$ cat src/rtl/mem_bus_arbiter.sv
// Shares one memory bus between instruction fetch and data access, one transaction in flight.
// Min latency request->resp_ok 3 cycles; requests held on the bus until bus_addr_ok.
module mem_bus_arbiter #(
   parameter int unsigned STARVE_MAX = 4,
   parameter int unsigned AW         = 32
) (
   input  logic          clk,
   input  logic          resetn,
   input  logic          ireq_valid,
   input  logic [AW-1:0] ireq_addr,
   input  logic          iflush,
   input  logic          dreq_valid,
   input  logic [AW-1:0] dreq_addr,
   input  logic [3:0]    dreq_strobe,
   input  logic [2:0]    dreq_size,
   input  logic [31:0]   dreq_wdata,
   output logic          breq_valid,
   output logic [AW-1:0] breq_addr,
   output logic [3:0]    breq_strobe,
   output logic [2:0]    breq_size,
   output logic [31:0]   breq_wdata,
   input  logic          bus_addr_ok,
   input  logic          bus_data_ok,
   input  logic [31:0]   bus_rdata,
   output logic          iresp_ok,
   output logic [31:0]   iresp_data,
   output logic          dresp_ok,
   output logic [31:0]   dresp_data,
   output logic          i_busy,
   output logic          d_busy
);

   localparam logic [2:0] MSIZE4    = 3'd2;
   localparam logic [3:0] STARVE_LIM = 4'(STARVE_MAX);

   typedef enum logic [2:0] {IDLE, I_ADDR, I_DATA, D_ADDR, D_DATA} state_t;

   state_t     state;
   logic [3:0] starve_cnt;
   logic       discard;
   logic       grant_i;
   logic       grant_d;

   always_comb begin
      grant_i = 1'b0;
      grant_d = 1'b0;
      if (state == IDLE) begin
         grant_i = ireq_valid && !iflush && (!dreq_valid || starve_cnt == STARVE_LIM);
         grant_d = dreq_valid && !grant_i;
      end
   end

   always_ff @(posedge clk) begin
      if (!resetn) begin
         state       <= IDLE;
         starve_cnt  <= 4'd0;
         discard     <= 1'b0;
         breq_valid  <= 1'b0;
         breq_addr   <= '0;
         breq_strobe <= 4'd0;
         breq_size   <= 3'd0;
         breq_wdata  <= 32'd0;
      end else begin
         case (state)
            IDLE: begin
               if (grant_i) begin
                  breq_valid  <= 1'b1;
                  breq_addr   <= ireq_addr;
                  breq_strobe <= 4'd0;
                  breq_size   <= MSIZE4;
                  breq_wdata  <= 32'd0;
                  state       <= I_ADDR;
               end else if (grant_d) begin
                  breq_valid  <= 1'b1;
                  breq_addr   <= dreq_addr;
                  breq_strobe <= dreq_strobe;
                  breq_size   <= dreq_size;
                  breq_wdata  <= dreq_wdata;
                  state       <= D_ADDR;
               end
               // Counts D grants that jumped ahead of a waiting fetch
               if (!ireq_valid || grant_i)
                  starve_cnt <= 4'd0;
               else if (grant_d && starve_cnt != STARVE_LIM)
                  starve_cnt <= starve_cnt + 4'd1;
            end
            I_ADDR: if (bus_addr_ok) begin
               breq_valid <= 1'b0;
               state      <= I_DATA;
            end
            D_ADDR: if (bus_addr_ok) begin
               breq_valid <= 1'b0;
               state      <= D_DATA;
            end
            I_DATA: if (bus_data_ok) state <= IDLE;
            D_DATA: if (bus_data_ok) state <= IDLE;
            default: state <= IDLE;
         endcase

         // A fetch already on the bus cannot be withdrawn, so its response is swallowed instead
         if (state == I_DATA && bus_data_ok)
            discard <= 1'b0;
         else if (iflush && (state == IDLE || state == I_ADDR || state == I_DATA))
            discard <= 1'b1;
      end
   end

   assign iresp_ok   = (state == I_DATA) && bus_data_ok && !discard && !iflush;
   assign iresp_data = iresp_ok ? bus_rdata : 32'd0;
   assign dresp_ok   = (state == D_DATA) && bus_data_ok;
   assign dresp_data = dresp_ok ? bus_rdata : 32'd0;
   assign i_busy     = ireq_valid && !iresp_ok;
   assign d_busy     = dreq_valid && !dresp_ok;

endmodule

$ cat config.mk
export PLATFORM = sky130hd
export DESIGN_NAME = mem_bus_arbiter
export DESIGN_NICKNAME = d
export VERILOG_FILES = /design/src/rtl/mem_bus_arbiter.sv
export SDC_FILE = /design/constraint.sdc
export NUM_CORES = 1
export LEC_CHECK = 0
export CAP_MARGIN = 20
export CELL_PAD_IN_SITES_DETAIL_PLACEMENT = 0
export CELL_PAD_IN_SITES_GLOBAL_PLACEMENT = 1
export CORE_ASPECT_RATIO = 1.4
export CORE_MARGIN = 4
export CORE_UTILIZATION = 24
export DETAILED_ROUTE_END_ITERATION = 8
export GPL_ROUTABILITY_DRIVEN = 1
export GPL_TIMING_DRIVEN = 0
export HOLD_SLACK_MARGIN = 0.08
export PLACE_DENSITY = 0.82
export SKIP_CTS_REPAIR_TIMING = 1
export SLEW_MARGIN = 20
export SYNTH_ARGS = -nofsm -noshare
export SYNTH_HDL_FRONTEND = slang
export SYNTH_SLANG_ARGS = --single-unit
$ cat constraint.sdc
create_clock -name clk -period 2.2 [get_ports clk]
set_input_delay 0.44 -clock clk [delete_from_list [all_inputs] [get_ports clk]]
set_output_delay 0.44 -clock clk [all_outputs]
set_load 0.05 [all_outputs]
==> flow_metrics.env <==
export IMPL_status="finished, violations left"
export IMPL_violations="negative setup slack"
export IMPL_cts_tree="built"
export IMPL_h_tree_depth=3
export IMPL_synth_nets=635
export IMPL_grt_pass1_wl_mm=24.50
export IMPL_synth_area_mux_share_pct=0.2489
export IMPL_synth_compound_area_share_pct=19.76
export IMPL_crit_slowest_cell="dfxtp_1"
export IMPL_grt_overflow=0
export IMPL_synth_most_common_cell="dfxtp_1"
export IMPL_final_util_pct=47.88
export IMPL_yosysSeqAreaShare_pct=39.83
export IMPL_regToRegSetupSlack_ns=0.12
export IMPL_die_width_um=117.4
export IMPL_worst_path_largest_cell_delay_ns=0.31
export IMPL_crit_end="iresp_data[19]"
export IMPL_start_kind="flop"
export IMPL_p_leak_nw=3.084
export IMPL_area_growth_pct=94.18
export IMPL_vias_per_cell=4.519
export IMPL_synth_cell_type_count=39
export IMPL_synth_commonest_cells="dfxtp_1, nand3_1, nor2_1"
export IMPL_path_buf_inv=5
export IMPL_worstSkewPairLatency_ns=0.34
export IMPL_nFillCells=1617
export IMPL_dpl_hpwl_mm=12.67
export IMPL_drive_gt1_share_pct=24.06
export IMPL_regArea_mm2=0.001603
export IMPL_synth_top_family_by_area="simple AND/OR/NAND/NOR gates"
export IMPL_antenna_found_initial=0
export IMPL_cts_made_buffers=9
export IMPL_reg2reg_from="starve_cnt[0]"
export IMPL_setup_violations=62
export IMPL_io_pins=282
export IMPL_synthArstFlopShare_pct=0
export IMPL_drv_slew=0
export IMPL_dieArea_mm2=0.01892
export IMPL_p_per_area_mw_per_mm2=674.2
export IMPL_rsz0062_at_grt="true"
export IMPL_drt_iter0_markers=123
export IMPL_synthXorXnorAreaFrac_pct=0.6534
export IMPL_synth_top_area_share_pct=39.83
export IMPL_design_area_mm2=0.007809
export IMPL_core_rowCount=55
export IMPL_path_delay_family="buffers and inverters"
export IMPL_ys_warn_count=0
export IMPL_fin_nets=942
export IMPL_syn_area_per_cell_um2=8.190
export IMPL_ir_worst_vdd_uv=330.0
export IMPL_first_pass_iters=4
export IMPL_multi_input_area_mm2=0.002290
export IMPL_r2r_cells=10
export IMPL_finClkSkew_ns=0.007132
export IMPL_crit_path_end_kind="primary output"
export IMPL_cts_buffer_depth=2
export IMPL_initial_core_util_pct=24.66
export IMPL_first_global_vias=4449
export IMPL_cap_violations=0
export IMPL_grt_max_degree=14
export IMPL_critPathKind="reg -> out"
export IMPL_n_antenna_cell=0
export IMPL_die_h_um=161.2
export IMPL_power_mw=5.264
export IMPL_synth_adder_area_share_pct=0.6223
export IMPL_port_buffers=280
export IMPL_synth_edf_count=0
export IMPL_crit_start="state[2]"
export IMPL_grt_usage_pct=16.28
export IMPL_synthSimpleGateAreaFrac_pct=33.26
export IMPL_finalWorstSetupSlack_ns=-0.1893
export IMPL_path_cells="buf_6, clkinvlp_4, nand4b_1, nor3_4, buf_4, buf_4, and2_1, buf_6"
export IMPL_gp_congestion=0.7889
export IMPL_clock_sinks=80
export IMPL_root_buffer="clkbuf_16"
export IMPL_cp_max_fo=10
export IMPL_hp_class="reg -> reg"
export IMPL_cp_required_ns=1.76
export IMPL_fin_crit_sh_pct=108.6
export IMPL_r2r_end="breq_addr[30]"
export IMPL_crit_arrival_ns=1.95
export IMPL_synth_top_area_cell="dfxtp_1"
export IMPL_routed_wl_mm=16.59
export IMPL_synthTopCellsByArea="dfxtp_1, and2_1, o31ai_2"
export IMPL_route_vias_total=4524
export IMPL_path_clk_slew_ns=0.06
export IMPL_finalHoldViolations=0
export IMPL_coreArea_mm2=0.01631
export IMPL_min_period_ns=2.389
export IMPL_slew_headroom_pct=62.47
export IMPL_remaining_drc_errors=0
export IMPL_synth_seq_cells=80
export IMPL_syn_cell_area_mm2=0.004021
export IMPL_max_freq_mhz=418.5
export IMPL_placed_cell_area_mm2=0.007106
export IMPL_netlist_instances=491
export IMPL_postRouteAntennaNets=0
export IMPL_synthFlopType="dfxtp_1"
export IMPL_routedWlPerCell_um=16.57
export IMPL_worstMarginPinSlew_ns=0.5612
export IMPL_cp_depth=8
==> cells in the final DEF, fill, tap and decap left out, types with 2 or more instances in the layout <==
| master | n |
|---|---|
| a21boi_0 | 39 |
| a21oi_1 | 5 |
| and2_1 | 31 |
| and2_2 | 15 |
| and2_4 | 19 |
| buf_1 | 3 |
| buf_2 | 8 |
| buf_4 | 12 |
| buf_6 | 62 |
| buf_8 | 21 |
| clkbuf_1 | 18 |
| clkbuf_16 | 9 |
| clkbuf_2 | 5 |
| clkdlybuf4s50_1 | 211 |
| clkinv_4 | 2 |
| dfxtp_1 | 79 |
| ha_1 | 2 |
| inv_1 | 3 |
| nand2_1 | 45 |
| nand3_1 | 70 |
| nor2_1 | 70 |
| nor2b_1 | 5 |
| nor3_4 | 2 |
| o211ai_1 | 2 |
| o21a_1 | 3 |
| o21ai_0 | 4 |
| o31ai_1 | 2 |
| o31ai_2 | 30 |
| xor2_1 | 2 |
==> report_power, final <==
group | leakage, nW | total, mW | internal [mW] | switching (mW)
registers | 0.657 | 1.73 | 1.63 | 0.0953
logic | 2.30 | 2.14 | 0.844 | 1.30
clock network | 0.130 | 1.39 | 0.766 | 0.629
total | 3.08 | 5.26 | 3.24 | 2.02
==> per-layer routing <==
metal	vias up	global-route usage, %	part of all wire (%)
li1	2273	-	-
met1	2081	17.80	39
met2	148	30.58	53
met3	22	4.168	5.9
met4	0	5.336	1.8
met5	-	0	0
==> worst min-delay path by stage <==
stage,startpoint,endpoint,slack (ns),depth (start not counted)
after floorplan,discard,discard,0.45,2
after global placement,breq_wdata[12],breq_wdata[12],0.45,2
after detailed placement,breq_wdata[9],breq_wdata[9],0.45,2
after CTS,breq_wdata[3],breq_wdata[3],0.46,2
after global routing,breq_wdata[10],breq_wdata[10],0.48,2
final,breq_wdata[3],breq_wdata[3],0.46,2
==> cells by family after synthesis <==
logic type / count (synthesis)
buffers and inverters: 48
and+or+nand+nor: 268
adders and majority gates: 2
xor gates and xnor gates: 3
AOI/OAI and AO/OA: 89
DFF: 80
muxes: 1
==> worst register-to-register path, cell delays in order (launching register included) <==
cell and delay, ns:
dfxtp_1 0.32, inv_1 0.09, ha_1 0.16, nand3b_1 0.13, a211o_1 0.33, buf_6 0.16
nor4_4 0.20, buf_4 0.19, buf_6 0.15, nor2_1 0.06, o31ai_2 0.21
==> layout make-up <==
class / count / area share (%)
clock inverter: 4 / 0.4006
clock buffer: 11 / 2.980
timing repair buffer: 296 / 39.83
inverter: 4 / 0.2403
buffer: 44 / 3.509
sequential: 80 / 20.53
multi-input combinational: 363 / 29.32
tap: 199 / 3.189
==> sequential cells by signal, indices dropped and copies added (netlist names) <==
register and count:
discard 1, breq_wdata 32, breq_strobe 4, breq_valid 1, breq_addr 32, breq_size 3
state 3, starve_cnt 4
==> through the flow <==
| stage | hold slack [ns] | instances | setup slack (ns) | TNS, ns |
|---|---|---|---|---|
| 2_1_floorplan | 0.4531 | 491 | 0.04711 | 0 |
| 3_3_place_gp | 0.4485 | 970 | -1.526 | -112.57 |
| 3_5_place_dp | 0.4540 | 970 | -1.500 | -111.63 |
| 4_1_cts | 0.4640 | 985 | -1.528 | -87.94 |
| 5_1_grt | 0.4783 | 1001 | -0.2783 | -13.69 |
| 6_report | 0.4590 | 1001 | -0.1893 | -6.825 |
(Power assumes the default switching activity.)
